## config.mk

```make
export PLATFORM = sky130hd
export DESIGN_NAME = ram_access_arbiter_flat
export DESIGN_NICKNAME = d
export VERILOG_FILES = /design/src/rtl/ram_access_arbiter_if.sv /design/src/rtl/ram_access_arbiter.sv /design/src/flat_wrapper.sv
export SDC_FILE = /design/constraint.sdc
export NUM_CORES = 1
export LEC_CHECK = 0
export CAP_MARGIN = 20
export CORE_MARGIN = 4
export CORE_UTILIZATION = 35
export CTS_CLUSTER_SIZE = 16
export DETAILED_ROUTE_END_ITERATION = 16
export PLACE_DENSITY = 0.87
export SYNTH_ARGS = -nofsm -noshare
export SYNTH_HDL_FRONTEND = slang
export SYNTH_SLANG_ARGS = --single-unit
```

## constraint.sdc

```tcl
create_clock -name clock -period 2 [get_ports clock]
set_clock_uncertainty 0.1 [all_clocks]
set_input_delay 0.4 -clock clock [delete_from_list [all_inputs] [get_ports clock]]
set_output_delay 0.4 -clock clock [all_outputs]
set_load 0.1 [all_outputs]
```

## src/rtl/ram_access_arbiter_if.sv

```systemverilog
// Bus between the requesters, ram_access_arbiter and the work RAM.
interface ram_access_arbiter_if #(
    parameter int NUM_REQ = 3,
    parameter int AW      = 12,
    parameter int DW      = 16
);
    // Handshake: a requester raises req[i] with we/be/addr/wdata stable and holds
    // them until ack[i] pulses for one cycle; inputs are only sampled while idle.
    logic [NUM_REQ-1:0]    req;
    logic [NUM_REQ-1:0]    we;
    logic [2*NUM_REQ-1:0]  be;
    logic [AW*NUM_REQ-1:0] addr;
    logic [DW*NUM_REQ-1:0] wdata;
    logic [NUM_REQ-1:0]    ack;
    logic [DW-1:0]         rdata;
    logic [NUM_REQ-1:0]    grant;
    logic [AW-1:0]         ram_addr;
    logic                  ram_we_uds_n;
    logic                  ram_we_lds_n;
    logic [DW-1:0]         ram_data;
    logic [DW-1:0]         ram_q;
    logic [1:0]            state_dbg;

    modport master (
        output req, we, be, addr, wdata, ram_q,
        input  ack, rdata, grant, ram_addr, ram_we_uds_n, ram_we_lds_n, ram_data, state_dbg
    );

    modport slave (
        input  req, we, be, addr, wdata, ram_q,
        output ack, rdata, grant, ram_addr, ram_we_uds_n, ram_we_lds_n, ram_data, state_dbg
    );
endinterface

```

## src/rtl/ram_access_arbiter.sv

```systemverilog
// Shares one registered single-port 16-bit RAM between NUM_REQ requesters.
// Round-robin by default; define RAM_ARB_FIXED_PRIO_EN for lowest-index-wins priority.
module ram_access_arbiter #(
    parameter int NUM_REQ = 3,
    parameter int AW      = 12,
    parameter int DW      = 16
) (
    input logic                 clock,
    input logic                 reset_n,
    ram_access_arbiter_if.slave bus
);
    localparam int IW = (NUM_REQ > 1) ? $clog2(NUM_REQ) : 1;

    typedef enum logic [1:0] {
        IDLE  = 2'd0,
        ISSUE = 2'd1,
        DATA  = 2'd2
    } state_t;

    state_t             state;
    logic [IW-1:0]      last_grant;
    logic [IW-1:0]      win_q;
    logic [IW-1:0]      win_c;
    logic               we_q;
    logic [NUM_REQ-1:0] grant_q;
    logic [NUM_REQ-1:0] ack_q;
    logic [DW-1:0]      rdata_q;
    logic [AW-1:0]      ram_addr_q;
    logic [DW-1:0]      ram_data_q;
    logic               uds_n_q;
    logic               lds_n_q;

    logic [1:0]    be_arr    [NUM_REQ];
    logic [AW-1:0] addr_arr  [NUM_REQ];
    logic [DW-1:0] wdata_arr [NUM_REQ];

    for (genvar i = 0; i < NUM_REQ; i++) begin : g_unpack
        assign be_arr[i]    = bus.be[i*2 +: 2];
        assign addr_arr[i]  = bus.addr[i*AW +: AW];
        assign wdata_arr[i] = bus.wdata[i*DW +: DW];
    end

    always_comb begin : arbitrate
`ifdef RAM_ARB_FIXED_PRIO_EN
        win_c = '0;
        for (int i = NUM_REQ - 1; i >= 0; i--) begin
            if (bus.req[IW'(i)]) win_c = IW'(i);
        end
`else
        logic [IW-1:0] cand;
        logic          found;
        win_c = '0;
        found = 1'b0;
        cand  = last_grant;
        // Search starts just past the previous winner, wrapping at NUM_REQ.
        for (int k = 0; k < NUM_REQ; k++) begin
            cand = (cand == IW'(NUM_REQ - 1)) ? '0 : cand + 1'b1;
            if (!found && bus.req[cand]) begin
                win_c = cand;
                found = 1'b1;
            end
        end
`endif
    end

    always_ff @(posedge clock or negedge reset_n) begin
        if (!reset_n) begin
            state      <= IDLE;
            last_grant <= IW'(NUM_REQ - 1);
            win_q      <= '0;
            we_q       <= 1'b0;
            grant_q    <= '0;
            ack_q      <= '0;
            rdata_q    <= '0;
            ram_addr_q <= '0;
            ram_data_q <= '0;
            uds_n_q    <= 1'b1;
            lds_n_q    <= 1'b1;
        end else begin
            case (state)
                IDLE: begin
                    if (|bus.req) begin
                        win_q          <= win_c;
                        we_q           <= bus.we[win_c];
                        grant_q[win_c] <= 1'b1;
                        ram_addr_q     <= addr_arr[win_c];
                        ram_data_q     <= wdata_arr[win_c];
                        // Strobes are registered here so they are live for exactly the ISSUE cycle.
                        uds_n_q        <= ~(bus.we[win_c] & be_arr[win_c][1]);
                        lds_n_q        <= ~(bus.we[win_c] & be_arr[win_c][0]);
`ifndef RAM_ARB_FIXED_PRIO_EN
                        last_grant     <= win_c;
`endif
                        state          <= ISSUE;
                    end
                end
                ISSUE: begin
                    uds_n_q      <= 1'b1;
                    lds_n_q      <= 1'b1;
                    ack_q[win_q] <= 1'b1;
                    state        <= DATA;
                end
                DATA: begin
                    ack_q   <= '0;
                    grant_q <= '0;
                    if (!we_q) rdata_q <= bus.ram_q;
                    state   <= IDLE;
                end
                default: state <= IDLE;
            endcase
        end
    end

    // RAM output is forwarded during the ack cycle and held afterwards.
    assign bus.rdata        = (state == DATA && !we_q) ? bus.ram_q : rdata_q;
    assign bus.ack          = ack_q;
    assign bus.grant        = grant_q;
    assign bus.ram_addr     = ram_addr_q;
    assign bus.ram_data     = ram_data_q;
    assign bus.ram_we_uds_n = uds_n_q;
    assign bus.ram_we_lds_n = lds_n_q;
    assign bus.state_dbg    = state;
endmodule

```

## src/flat_wrapper.sv

```systemverilog
// flat-port wrapper written by rule: the top's interface ports become plain ports
module ram_access_arbiter_flat 
#(
    parameter int NUM_REQ = 3,
    parameter int AW      = 12,
    parameter int DW      = 16
)
  (clock, reset_n, bus_req, bus_we, bus_be, bus_addr, bus_wdata, bus_ram_q, bus_ack, bus_rdata, bus_grant, bus_ram_addr, bus_ram_we_uds_n, bus_ram_we_lds_n, bus_ram_data, bus_state_dbg);
  ram_access_arbiter_if #(.NUM_REQ(NUM_REQ), .AW(AW), .DW(DW)) bus_i ();
  input logic clock;
  input logic reset_n;
  input wire logic [$bits(bus_i.req)-1:0] bus_req;
  input wire logic [$bits(bus_i.we)-1:0] bus_we;
  input wire logic [$bits(bus_i.be)-1:0] bus_be;
  input wire logic [$bits(bus_i.addr)-1:0] bus_addr;
  input wire logic [$bits(bus_i.wdata)-1:0] bus_wdata;
  input wire logic [$bits(bus_i.ram_q)-1:0] bus_ram_q;
  output wire logic [$bits(bus_i.ack)-1:0] bus_ack;
  output wire logic [$bits(bus_i.rdata)-1:0] bus_rdata;
  output wire logic [$bits(bus_i.grant)-1:0] bus_grant;
  output wire logic [$bits(bus_i.ram_addr)-1:0] bus_ram_addr;
  output wire logic [$bits(bus_i.ram_we_uds_n)-1:0] bus_ram_we_uds_n;
  output wire logic [$bits(bus_i.ram_we_lds_n)-1:0] bus_ram_we_lds_n;
  output wire logic [$bits(bus_i.ram_data)-1:0] bus_ram_data;
  output wire logic [$bits(bus_i.state_dbg)-1:0] bus_state_dbg;
  assign bus_i.req = bus_req;
  assign bus_i.we = bus_we;
  assign bus_i.be = bus_be;
  assign bus_i.addr = bus_addr;
  assign bus_i.wdata = bus_wdata;
  assign bus_i.ram_q = bus_ram_q;
  assign bus_ack = bus_i.ack;
  assign bus_rdata = bus_i.rdata;
  assign bus_grant = bus_i.grant;
  assign bus_ram_addr = bus_i.ram_addr;
  assign bus_ram_we_uds_n = bus_i.ram_we_uds_n;
  assign bus_ram_we_lds_n = bus_i.ram_we_lds_n;
  assign bus_ram_data = bus_i.ram_data;
  assign bus_state_dbg = bus_i.state_dbg;
  ram_access_arbiter #(.NUM_REQ(NUM_REQ), .AW(AW), .DW(DW)) u_core (.clock(clock), .reset_n(reset_n), .bus(bus_i));
endmodule
```

==> flow_metrics.tcl <==
set metrics [dict create \
    synth-simple-area-share 0.1606 \
    critical_path_class "reg -> out" \
    fillerInstances 581 \
    fin_crit_ns 2.448 \
    synth_fa_ha_area_frac 0.01677 \
    cts_tree "yes" \
    fin_area_um2 5841 \
    num_io_pins 168 \
    synth_area_um2 2984 \
    synthTopCellsByArea "dfrtp_1 46%, a311oi_1 8.2%, a21o_1 7.3%" \
    first_pass_iters 4 \
    fin_util 0.7073 \
    gp_congestion 0.8735 \
    start_util 0.3614 \
    wl_um 10730 \
    end_kind "output port" \
    io_buffer_count 167 \
    ys_types 31 \
    die_w_um 100.3 \
    violations "negative setup slack" \
    multi_input_area_um2 1539 \
    core_um2 8258 \
    drive_gt1_frac 0.3010 \
    ys.warnings.count 0 \
    synth-xor-area-share 0 \
    cts.sinks 58 \
    insertion_delay_ns 0.33 \
    relSlewSlack 0.7650 \
    num_vias 3148 \
    synth_top_cell_area_share 0.4612 \
    cp_slowest_cell "dfrtp_4" \
    synth-main-ff-cell "dfrtp_1" \
    maxSlewViolCount 0 \
    synthMuxAreaShare 0.06038 \
    path_cells "inv_4 -> ha_4 -> nor2b_4 -> clkbuf_16 -> mux2_4 -> buf_12" \
    ant_nets 0 \
    crit_arrival_ns 1.95 \
    ctsLongestPathBuffers 2 \
    start_kind "register" \
    dpl.cell_count 574 \
    die_h_um 100.3 \
    synth-compound-area-share 0.2268 \
    hold_class "reg -> reg" \
    finalHoldViolations 0 \
    placed_area_um2 5451 \
    netlist_instances 301 \
    async_flop_share 1.000 \
    num_rows 33 \
    rsz0062_at_grt "yes" \
    grt.overflow.total 0 \
    clock-root-buffer "clkbuf_8" \
    outcome "finished, violations left" \
    critPathMaxFanout 8 \
    dieArea_um2 10070 \
    track_usage 0.2102 \
    wl_per_cell_um 17.89 \
    h-tree-depth 3 \
    synth_top_family_by_area "compound AO/OA/AOI/OAI gates" \
    cts_made_buffers 9 \
    syn_nets 419 \
    synth_top_area_cell "dfrtp_1" \
    grt_pass1_vias 3394 \
    worstPathRequired_ns 1.50 \
    antenna_found_initial 0 \
    ys_seq_area_frac 0.4876 \
    syn_avg_cell_area_um2 9.914 \
    hpwl_um 8047 \
    area_growth_pct 95.72 \
    setup_viol 16 \
    timing.final.crit_share 1.224 \
    seq_area_um2 1463 \
    fin_ws_ns -0.4482 \
    n_antenna_cell 0 \
    grt_pass1_wl_um 16520 \
    worst_pin_slew_ns 0.3525 \
    max_cap_viol_count 0 \
    avgViaCountPerCell 5.247 \
    ys_ff_latch 58 \
    clk_pin_slew_ns 0.07 \
    max_stage_delay_ns 0.50 \
    finalNetCount 608 \
    drc_errors 0 \
    final-instance-count-excl-fill 600 \
    whs_ns 0.3878 \
    synth_edf_count 0 \
    grt_max_degree 59 \
    max_freq_mhz 408.5 \
    drt-initial-drc-count 64 \
]
layout make-up:
| cell class | count | share of cell area |
|---|---|---|
| Sequential cell | 58 | 0.2504 |
| Clock inverter | 5 | 0.009426 |
| Multi-Input combinational cell | 214 | 0.2635 |
| Clock buffer | 11 | 0.02421 |
| Tap cell | 105 | 0.02249 |
| Inverter | 5 | 0.003642 |
| Timing Repair Buffer | 202 | 0.4263 |
synth_stat cells (2+ instances only):
library cell,count
dfrtp_1,55
nand2_1,34
nor2_1,33
a21o_1,29
a311oi_1,28
nand3_1,28
buf_2,18
mux2_2,16
a21oi_1,11
inv_1,5
o21ai_0,5
a31oi_1,4
ha_1,4
and2_1,3
buf_4,3
clkbuf_1,3
dfstp_2,3
nor2b_1,3
a221oi_1,2
nand2b_1,2
nor4_1,2
through the flow:
stage	setup TNS (ns)	worst slack, ns
6_report	-6.964	-0.4482
5_1_grt	-8.062	-0.5163
4_1_cts	-7.257	-0.4659
3_5_place_dp	-6.661	-0.2216
3_3_place_gp	-3.082	-0.1553
2_1_floorplan	-4.765	-0.2657
critical path: cells and delay by family, from the launching register on:
| kind | cells | cell delay [ns] |
|---|---|---|
| flops | 1 | 0.50 |
| buf+inv | 3 | 0.44 |
| mux | 1 | 0.32 |
| simple gates | 1 | 0.22 |
| fa+ha+maj | 1 | 0.13 |
cell usage in the layout (no fill, tap or decap), types with 2 or more instances in the layout:
| cell type | instances |
|---|---|
| a311oi_2 | 9 |
| nor2b_4 | 2 |
| dfstp_2 | 3 |
| inv_1 | 4 |
| nand3_1 | 28 |
| clkinv_2 | 2 |
| dfrtp_4 | 2 |
| a21oi_1 | 11 |
| nand2_1 | 34 |
| a221oi_1 | 2 |
| a21o_1 | 29 |
| a31oi_1 | 4 |
| clkinvlp_4 | 2 |
| clkbuf_8 | 10 |
| nor2_1 | 32 |
| ha_1 | 2 |
| o21ai_0 | 5 |
| and2_1 | 3 |
| clkdlybuf4s50_1 | 112 |
| dfrtp_1 | 53 |
| buf_4 | 33 |
| buf_12 | 54 |
| a311oi_1 | 19 |
| mux2_4 | 16 |
kinds of logic after synthesis:
logic type | Yosys count
fa+ha+maj | 4
mux | 16
compound gates | 86
flops | 58
buf+inv | 29
simple gates | 108
routing by layer:
layer  routed length [um]  share of wire  GRT usage  vias to the layer above
met5                    0              0          0                        -
met4                  216          0.020    0.07668                        0
met3                  701          0.065    0.05490                       21
met2                 5766           0.54     0.3874                      120
met1                 4046           0.38     0.2302                     1542
li1                     -              -          -                     1465
sequential cells by signal (all words and copies together) (netlist names):
name,flops
u_core.bus.ram_addr,12
u_core.we_q,1
u_core.bus.grant,3
u_core.bus.ram_we_lds_n,1
u_core.bus.ack,3
u_core.bus.ram_we_uds_n,1
u_core.rdata_q,16
u_core.win_q,2
u_core.bus.ram_data,16
u_core.bus.state_dbg,2
u_core.last_grant,1
path summary, 6_finish.rpt:
check	cells past startpoint	start	endpoint	slack [ns]
max	6	u_core.bus.state_dbg[0]	bus_rdata[7]	-0.45
min	1	u_core.bus.ram_data[9]	u_core.bus.ram_data[9]	0.39
max reg2reg	9	u_core.bus.state_dbg[0]	u_core.bus.ram_we_lds_n	0.05
min reg2reg	1	u_core.bus.ram_data[9]	u_core.bus.ram_data[9]	0.39
max in group asynchronous	3	reset_n	u_core.last_grant[1]	0.97
min in group asynchronous	3	reset_n	u_core.bus.ram_data[5]	0.51
timing repair:
item	CTS	global route
pin swaps	1	1
resized for setup	8	14
gates cloned	1	0
hold buffers	1	0
hold endpoints to repair	55	0
buffers inserted	4	4
setup endpoints to repair	16	20
Power is not shown: default switching activity piles up to over one toggle a cycle in this logic, so the estimate is an artifact.
